### config.mk
export PLATFORM = sky130hd
export DESIGN_NAME = prach_hb3_interp
export DESIGN_NICKNAME = d
export VERILOG_FILES = /design/src/rtl/prach_pkg.sv /design/src/rtl/prach_hb3_interp_delay.sv /design/src/rtl/prach_hb3_interp.sv
export SDC_FILE = /design/constraint.sdc
export NUM_CORES = 2
export LEC_CHECK = 0
export ABC_AREA = 1
export CAP_MARGIN = 20
export CORE_ASPECT_RATIO = 1.25
export CORE_MARGIN = 2
export CORE_UTILIZATION = 60
export CTS_BUF_LIST = sky130_fd_sc_hd__clkbuf_16
export DETAILED_ROUTE_END_ITERATION = 10
export PLACE_DENSITY = 0.76
export SLEW_MARGIN = 0
export SYNTH_ARGS = -nofsm -noshare
export SYNTH_HDL_FRONTEND = slang
export SYNTH_SLANG_ARGS = --single-unit
### constraint.sdc
create_clock -name clk -period 80.4 [get_ports clk]
set_clock_uncertainty 0.1 [all_clocks]
set_input_delay 16.08 -clock clk [delete_from_list [all_inputs] [get_ports clk]]
set_output_delay 16.08 -clock clk [all_outputs]
set_load 0.01 [all_outputs]
### src/rtl/prach_pkg.sv
// Shared PRACH constants: channel count, HB3 coefficient pair and
// arithmetic helpers used by the hb3 decimator/interpolator pair.
package prach_pkg;

    localparam int unsigned NumChannelUsed = 48;
    localparam int unsigned Latency        = 6;

    localparam logic signed [17:0] CoeA = -18'sd4750;
    localparam logic signed [17:0] CoeB = 18'sd37456;

    typedef enum logic {
        SEQ_HUNT,
        SEQ_TRACK
    } seq_state_e;

    function automatic logic signed [15:0] sat16(input logic signed [19:0] v);
        if (v > 20'sd32767) begin
            return 16'sd32767;
        end else if (v < -20'sd32768) begin
            return -16'sd32768;
        end
        return v[15:0];
    endfunction

    // Tags may arrive out of range, so wrap with a true modulo.
    function automatic logic [7:0] next_chn(input logic [7:0] c);
        logic [8:0] s;
        s = {1'b0, c} + 9'd1;
        return 8'(s % 9'(NumChannelUsed));
    endfunction

endpackage

### src/rtl/prach_hb3_interp_delay.sv
// Fixed-depth register delay for control/tag alignment.
module prach_hb3_interp_delay #(
    parameter int unsigned WIDTH = 10,
    parameter int unsigned DELAY = 6
) (
    input  logic             clk,
    input  logic             rst_n,
    input  logic [WIDTH-1:0] din,
    output logic [WIDTH-1:0] dout
);

    logic [WIDTH-1:0] pipe_q [DELAY];

    always_ff @(posedge clk) begin
        if (!rst_n) begin
            for (int unsigned i = 0; i < DELAY; i++) begin
                pipe_q[i] <= '0;
            end
        end else begin
            pipe_q[0] <= din;
            for (int unsigned i = 1; i < DELAY; i++) begin
                pipe_q[i] <= pipe_q[i-1];
            end
        end
    end

    assign dout = pipe_q[DELAY-1];

endmodule

### src/rtl/prach_hb3_interp.sv
// Half-band x2 interpolator for channel-interleaved PRACH samples, producing
// the (filtered, centre) polyphase pair and policing the channel sequence.
module prach_hb3_interp
    import prach_pkg::*;
(
    input  logic               clk,
    input  logic               rst,
    input  logic signed [15:0] din_dq,
    input  logic               din_dv,
    input  logic [7:0]         din_chn,
    input  logic               sync_in,
    output logic signed [15:0] dout_dp1,
    output logic signed [15:0] dout_dp2,
    output logic               dout_dv,
    output logic [7:0]         dout_chn,
    output logic               sync_out,
    output logic               err_chn
);

    localparam int unsigned LineLen = 3 * NumChannelUsed;

    logic signed [15:0] line_q [LineLen];
    logic signed [15:0] x1, x2, x3;

    logic signed [16:0] sa_q, sb_q;
    logic signed [35:0] pa_q, pb_q, acc_q;
    logic signed [15:0] sat_q, p1_q;
    logic signed [15:0] c_q [5];
    logic [4:0]         vld_q;
    logic signed [15:0] dp1_q, dp2_q;

    seq_state_e state_q, state_d;
    logic [7:0] exp_q, exp_d;
    logic       err_q, err_d;

    logic [9:0] ctrl_in, ctrl_out;

    assign x1 = line_q[NumChannelUsed-1];
    assign x2 = line_q[2*NumChannelUsed-1];
    assign x3 = line_q[LineLen-1];

    always_ff @(posedge clk) begin
        if (rst) begin
            for (int unsigned i = 0; i < LineLen; i++) begin
                line_q[i] <= '0;
            end
        end else if (din_dv) begin
            line_q[0] <= din_dq;
            for (int unsigned i = 1; i < LineLen; i++) begin
                line_q[i] <= line_q[i-1];
            end
        end
    end

    // Arithmetic stages run freely; vld_q only decides when the output registers load.
    always_ff @(posedge clk) begin
        if (rst) begin
            sa_q  <= '0;
            sb_q  <= '0;
            pa_q  <= '0;
            pb_q  <= '0;
            acc_q <= '0;
            sat_q <= '0;
            p1_q  <= '0;
            vld_q <= '0;
            dp1_q <= '0;
            dp2_q <= '0;
            for (int unsigned i = 0; i < 5; i++) begin
                c_q[i] <= '0;
            end
        end else begin
            sa_q  <= 17'(din_dq) + 17'(x3);
            sb_q  <= 17'(x1) + 17'(x2);
            pa_q  <= 36'(sa_q) * 36'(CoeA);
            pb_q  <= 36'(sb_q) * 36'(CoeB);
            acc_q <= pa_q + pb_q;
            sat_q <= sat16(acc_q[35:16]);
            p1_q  <= sat_q;
            c_q[0] <= x1;
            for (int unsigned i = 1; i < 5; i++) begin
                c_q[i] <= c_q[i-1];
            end
            vld_q <= {vld_q[3:0], din_dv};
            if (vld_q[4]) begin
                dp1_q <= p1_q;
                dp2_q <= c_q[4];
            end
        end
    end

    assign dout_dp1 = dp1_q;
    assign dout_dp2 = dp2_q;

    always_ff @(posedge clk) begin
        if (rst) begin
            state_q <= SEQ_HUNT;
            exp_q   <= '0;
            err_q   <= 1'b0;
        end else begin
            state_q <= state_d;
            exp_q   <= exp_d;
            err_q   <= err_d;
        end
    end

    always_comb begin
        state_d = state_q;
        if (state_q == SEQ_HUNT && din_dv && sync_in && din_chn == '0) begin
            state_d = SEQ_TRACK;
        end
    end

    always_comb begin
        exp_d = exp_q;
        err_d = err_q;
        if (din_dv) begin
            case (state_q)
                SEQ_HUNT: begin
                    if (sync_in && din_chn == '0) begin
                        exp_d = 8'd1;
                    end
                end
                default: begin
                    if (sync_in && din_chn == '0) begin
                        exp_d = 8'd1;
                    end else begin
                        if (sync_in || din_chn != exp_q) begin
                            err_d = 1'b1;
                        end
                        exp_d = next_chn(din_chn);
                    end
                end
            endcase
        end
    end

    assign err_chn = err_q;

    assign ctrl_in = {sync_in & din_dv, din_dv, din_chn};

    prach_hb3_interp_delay #(
        .WIDTH(10),
        .DELAY(Latency)
    ) u_ctrl_delay (
        .clk  (clk),
        .rst_n(~rst),
        .din  (ctrl_in),
        .dout (ctrl_out)
    );

    assign sync_out = ctrl_out[9];
    assign dout_dv  = ctrl_out[8];
    assign dout_chn = ctrl_out[7:0];

endmodule
==> reports/qor.yml <==
clock_network:
  cts_resized: 0
  htreeDepth: 4
  path_clk_slew_ns: 0.06
  cts_buffers: 230
  cts_tree: "yes"
  clockBufferDepth: 3
  hold_buffers: 0
  clk_latency_ns: 0.85
  post_cts_buffers: 0
  cts_root_buf: "clkbuf_16"
  cts_sinks: 2629
placed_design:
  dp_cells: 11900
  port_buffers: 70
  dp_hpwl_um: 109000
  placed_cell_area_sq_mm: 0.111
  routabilityCongestion: 0.924
  pre_cts_slack_ns: 56.67
finish:
  drive_gt1_share_pct: 4.13
  final_util_pct: 66.1
  syn_to_final_growth_pct: 9.65
  nFillCells: 12600
  instances_no_fill: 12400
  fin_nets: 10200
  fin_area_sq_mm: 0.119
worst_setup_path:
  cp_common_cell: "buf_4"
  cp_top_family: "buffers and inverters"
  startpoint_type: "input port"
  crit_chain: "buf_8 -> clkinv_2 -> nand2_4 -> buf_12 -> buf_4 -> buf_4 -> buf_4 -> buf_4 -> buf_16 -> buf_4"
  path_buf_inv: 9
  slowest_stage: "buf_4"
  cp_data_arrival_time_ns: 22.95
  end_kind: "flop"
  critPathRequiredTime_ns: 80.75
  r2r_slack_ns: 74.00
  worstPathMaxFanout: 186
  cp_slowest_stage_delay_ns: 0.83
  path_class: "input port to flop"
floorplan:
  die_width_um: 384
  initial_core_util_pct: 60.3
  rows: 174
  io_pins: 71
  dieArea_sq_mm: 0.184
  core_area_sq_mm: 0.180
  die_y_um: 479
logic_synthesis:
  yosys_warnings: 0
  yosysSeqAreaShare_pct: 69.8
  synth_edf_count: 2304
  ys_top_cells_by_area: "edfxtp_1 (64%), inv_1 (9.9%), nor2_1 (9.2%)"
  synth.net_count: 10200
  yosysUniqueCellTypes: 46
  synthFlopType: "edfxtp_1"
  syn_inst: 9745
  synth_top_area_cell: "edfxtp_1"
  synth_top_area_share_pct: 63.8
  synth.cell_area_sq_mm: 0.108
  synth_seq_cells: 2629
  yosysMostFrequentCell: "inv_1"
  syn_avg_cell_area_sq_um: 11.1
  synth-async-reset-ratio_pct: 0
  ys_top_cells_by_count: "inv_1 (2862), nor2_1 (2668), edfxtp_1 (2304)"
timing:
  layout_min_cycle_time_ns: 22.60
  worstMarginPinSlew_ns: 1.26
  max_freq_mhz: 44.2
  rsz0062_at_grt: "false"
  tns_ns: 0
  drv_slew: 0
  slew_headroom_pct: 16.0
  setup_viol: 0
  hold_viol: 0
  fin_ws_ns: 57.80
  holdWs_ns: 0.301
  timing.final.crit_share_pct: 28.1
power:
  power_leakage_nw: 50.3
  ir_drop_mv: 0.0297
  p_per_area_mw_per_mm2: 28.7
  power_mw: 3.41
global_routing:
  antenna_found_initial: 4
  grt_pass1_wl_um: 293000
  overflow: 0
  first_global_vias: 59500
  track_usage_pct: 19.6
  grt_max_degree: 252
hold_path:
  hp-class: "flop to flop"
detailed_routing:
  routedWlPerCell_um: 14.4
  drtIter0Drc: 5485
  ant_nets: 0
  routed_wl_um: 178000
  via_per_inst: 4.79
  drc: 17
  drt_pass1_iterations: 8
  num_vias: 59300
status:
  violations: "design-rule violations"
  status: "complete, but fails checks"
job:
  maxCapViolCount: 0
path summary, 6_finish.rpt:
kind / startpoint / endpoint / cells past startpoint
setup / recovery: rst / line_q[0][305] / 10
hold reg to reg: c_q[2][7] / c_q[3][7] / 2
hold / removal: c_q[2][7] / c_q[3][7] / 2
setup reg to reg: sa_q[5] / pa_q[34] / 21
report_power, final:
part	internal [mW]	total (mW)	switching [mW]	leakage, nW
Clock	0.592	1.08	0.486	3.84
Combinational	0.235	0.702	0.466	18.3
Sequential	1.59	1.63	0.0390	28.2
per-layer routing:
metal,global-route usage [%],share of wire [%]
met5,0,0
met4,6.81,3.1
met3,2.67,3.3
met2,34.0,51
met1,25.4,43
layout by cell type (no fill, tap or decap), types with 4 or more instances in the layout:
cell and count:
a21o_1 16, edfxtp_1 2304, fa_1 136, a21oi_1 215, ha_1 288, nor4_1 7
o21bai_1 7, clkbuf_16 241, nand2_2 7, nor3_1 17, inv_6 8, dfxtp_1 325
nand2_1 260, inv_2 4, o21ai_1 8, clkinv_4 6, nand3_1 64, inv_1 2907
xor2_1 8, clkinv_2 42, diode_2 4, clkinv_8 6, clkinvlp_4 10, buf_16 7
bufinv_16 15, o21a_1 26, a31oi_1 7, xnor2_1 13, clkinv_1 55, buf_12 9
o21ai_0 137, a211oi_1 4, o211ai_1 7, clkdlybuf4s50_1 69, or2_2 4, buf_4 32
nor2_1 2668, nand4_1 18
area by class of cell:
class                   instances  area, sq um  area share [%]
repair buffers                118         1320            1.11
inverters                    2866        10800            9.05
clock buffers                 241         6030            5.07
clock inverters               195         1440            1.21
well taps                    2376         2970            2.50
multi-input cells            3944        20700            17.4
flip-flops and latches       2629        75700            63.7
diodes                          4         10.0         0.00842
state kept, by name, indices dropped and copies added (netlist names):
name	flops
acc_q	20
c_q	80
dout_dp1	16
dout_dp2	16
err_chn	1
exp_q	8
line_q	2304
p1_q	16
pa_q	27
pb_q	30
sa_q	17
sat_q	16
sb_q	17
state_q	1
u_ctrl_delay.pipe_q	56
vld_q	4
cells by family after synthesis:
kind of cell,Yosys count,synth area share [%]
adders and majority gates,424,5.83
muxes,1,0.00923
AOI/OAI and AO/OA,445,2.26
DFF,2629,69.8
xor gates and xnor gates,21,0.170
buffers and inverters,3172,11.1
and+or+nand+nor,3053,10.8
worst reg2reg max path, stage by stage, from the launching register on:
cell	delay (ns)
dfxtp_1	0.58
inv_1	0.10
ha_1	0.41
fa_1	0.57
inv_1	0.05
fa_1	0.48
inv_1	0.06
fa_1	0.53
inv_1	0.06
fa_1	0.59
fa_1	0.44
ha_1	0.36
inv_1	0.11
o21ai_1	0.27
a21oi_1	0.17
o21ai_0	0.17
nand2_1	0.07
nand3_1	0.12
nand2_1	0.06
nand2_1	0.07
o21ai_0	0.07
a21oi_1	0.75
Power figures use the tool's default switching activity.
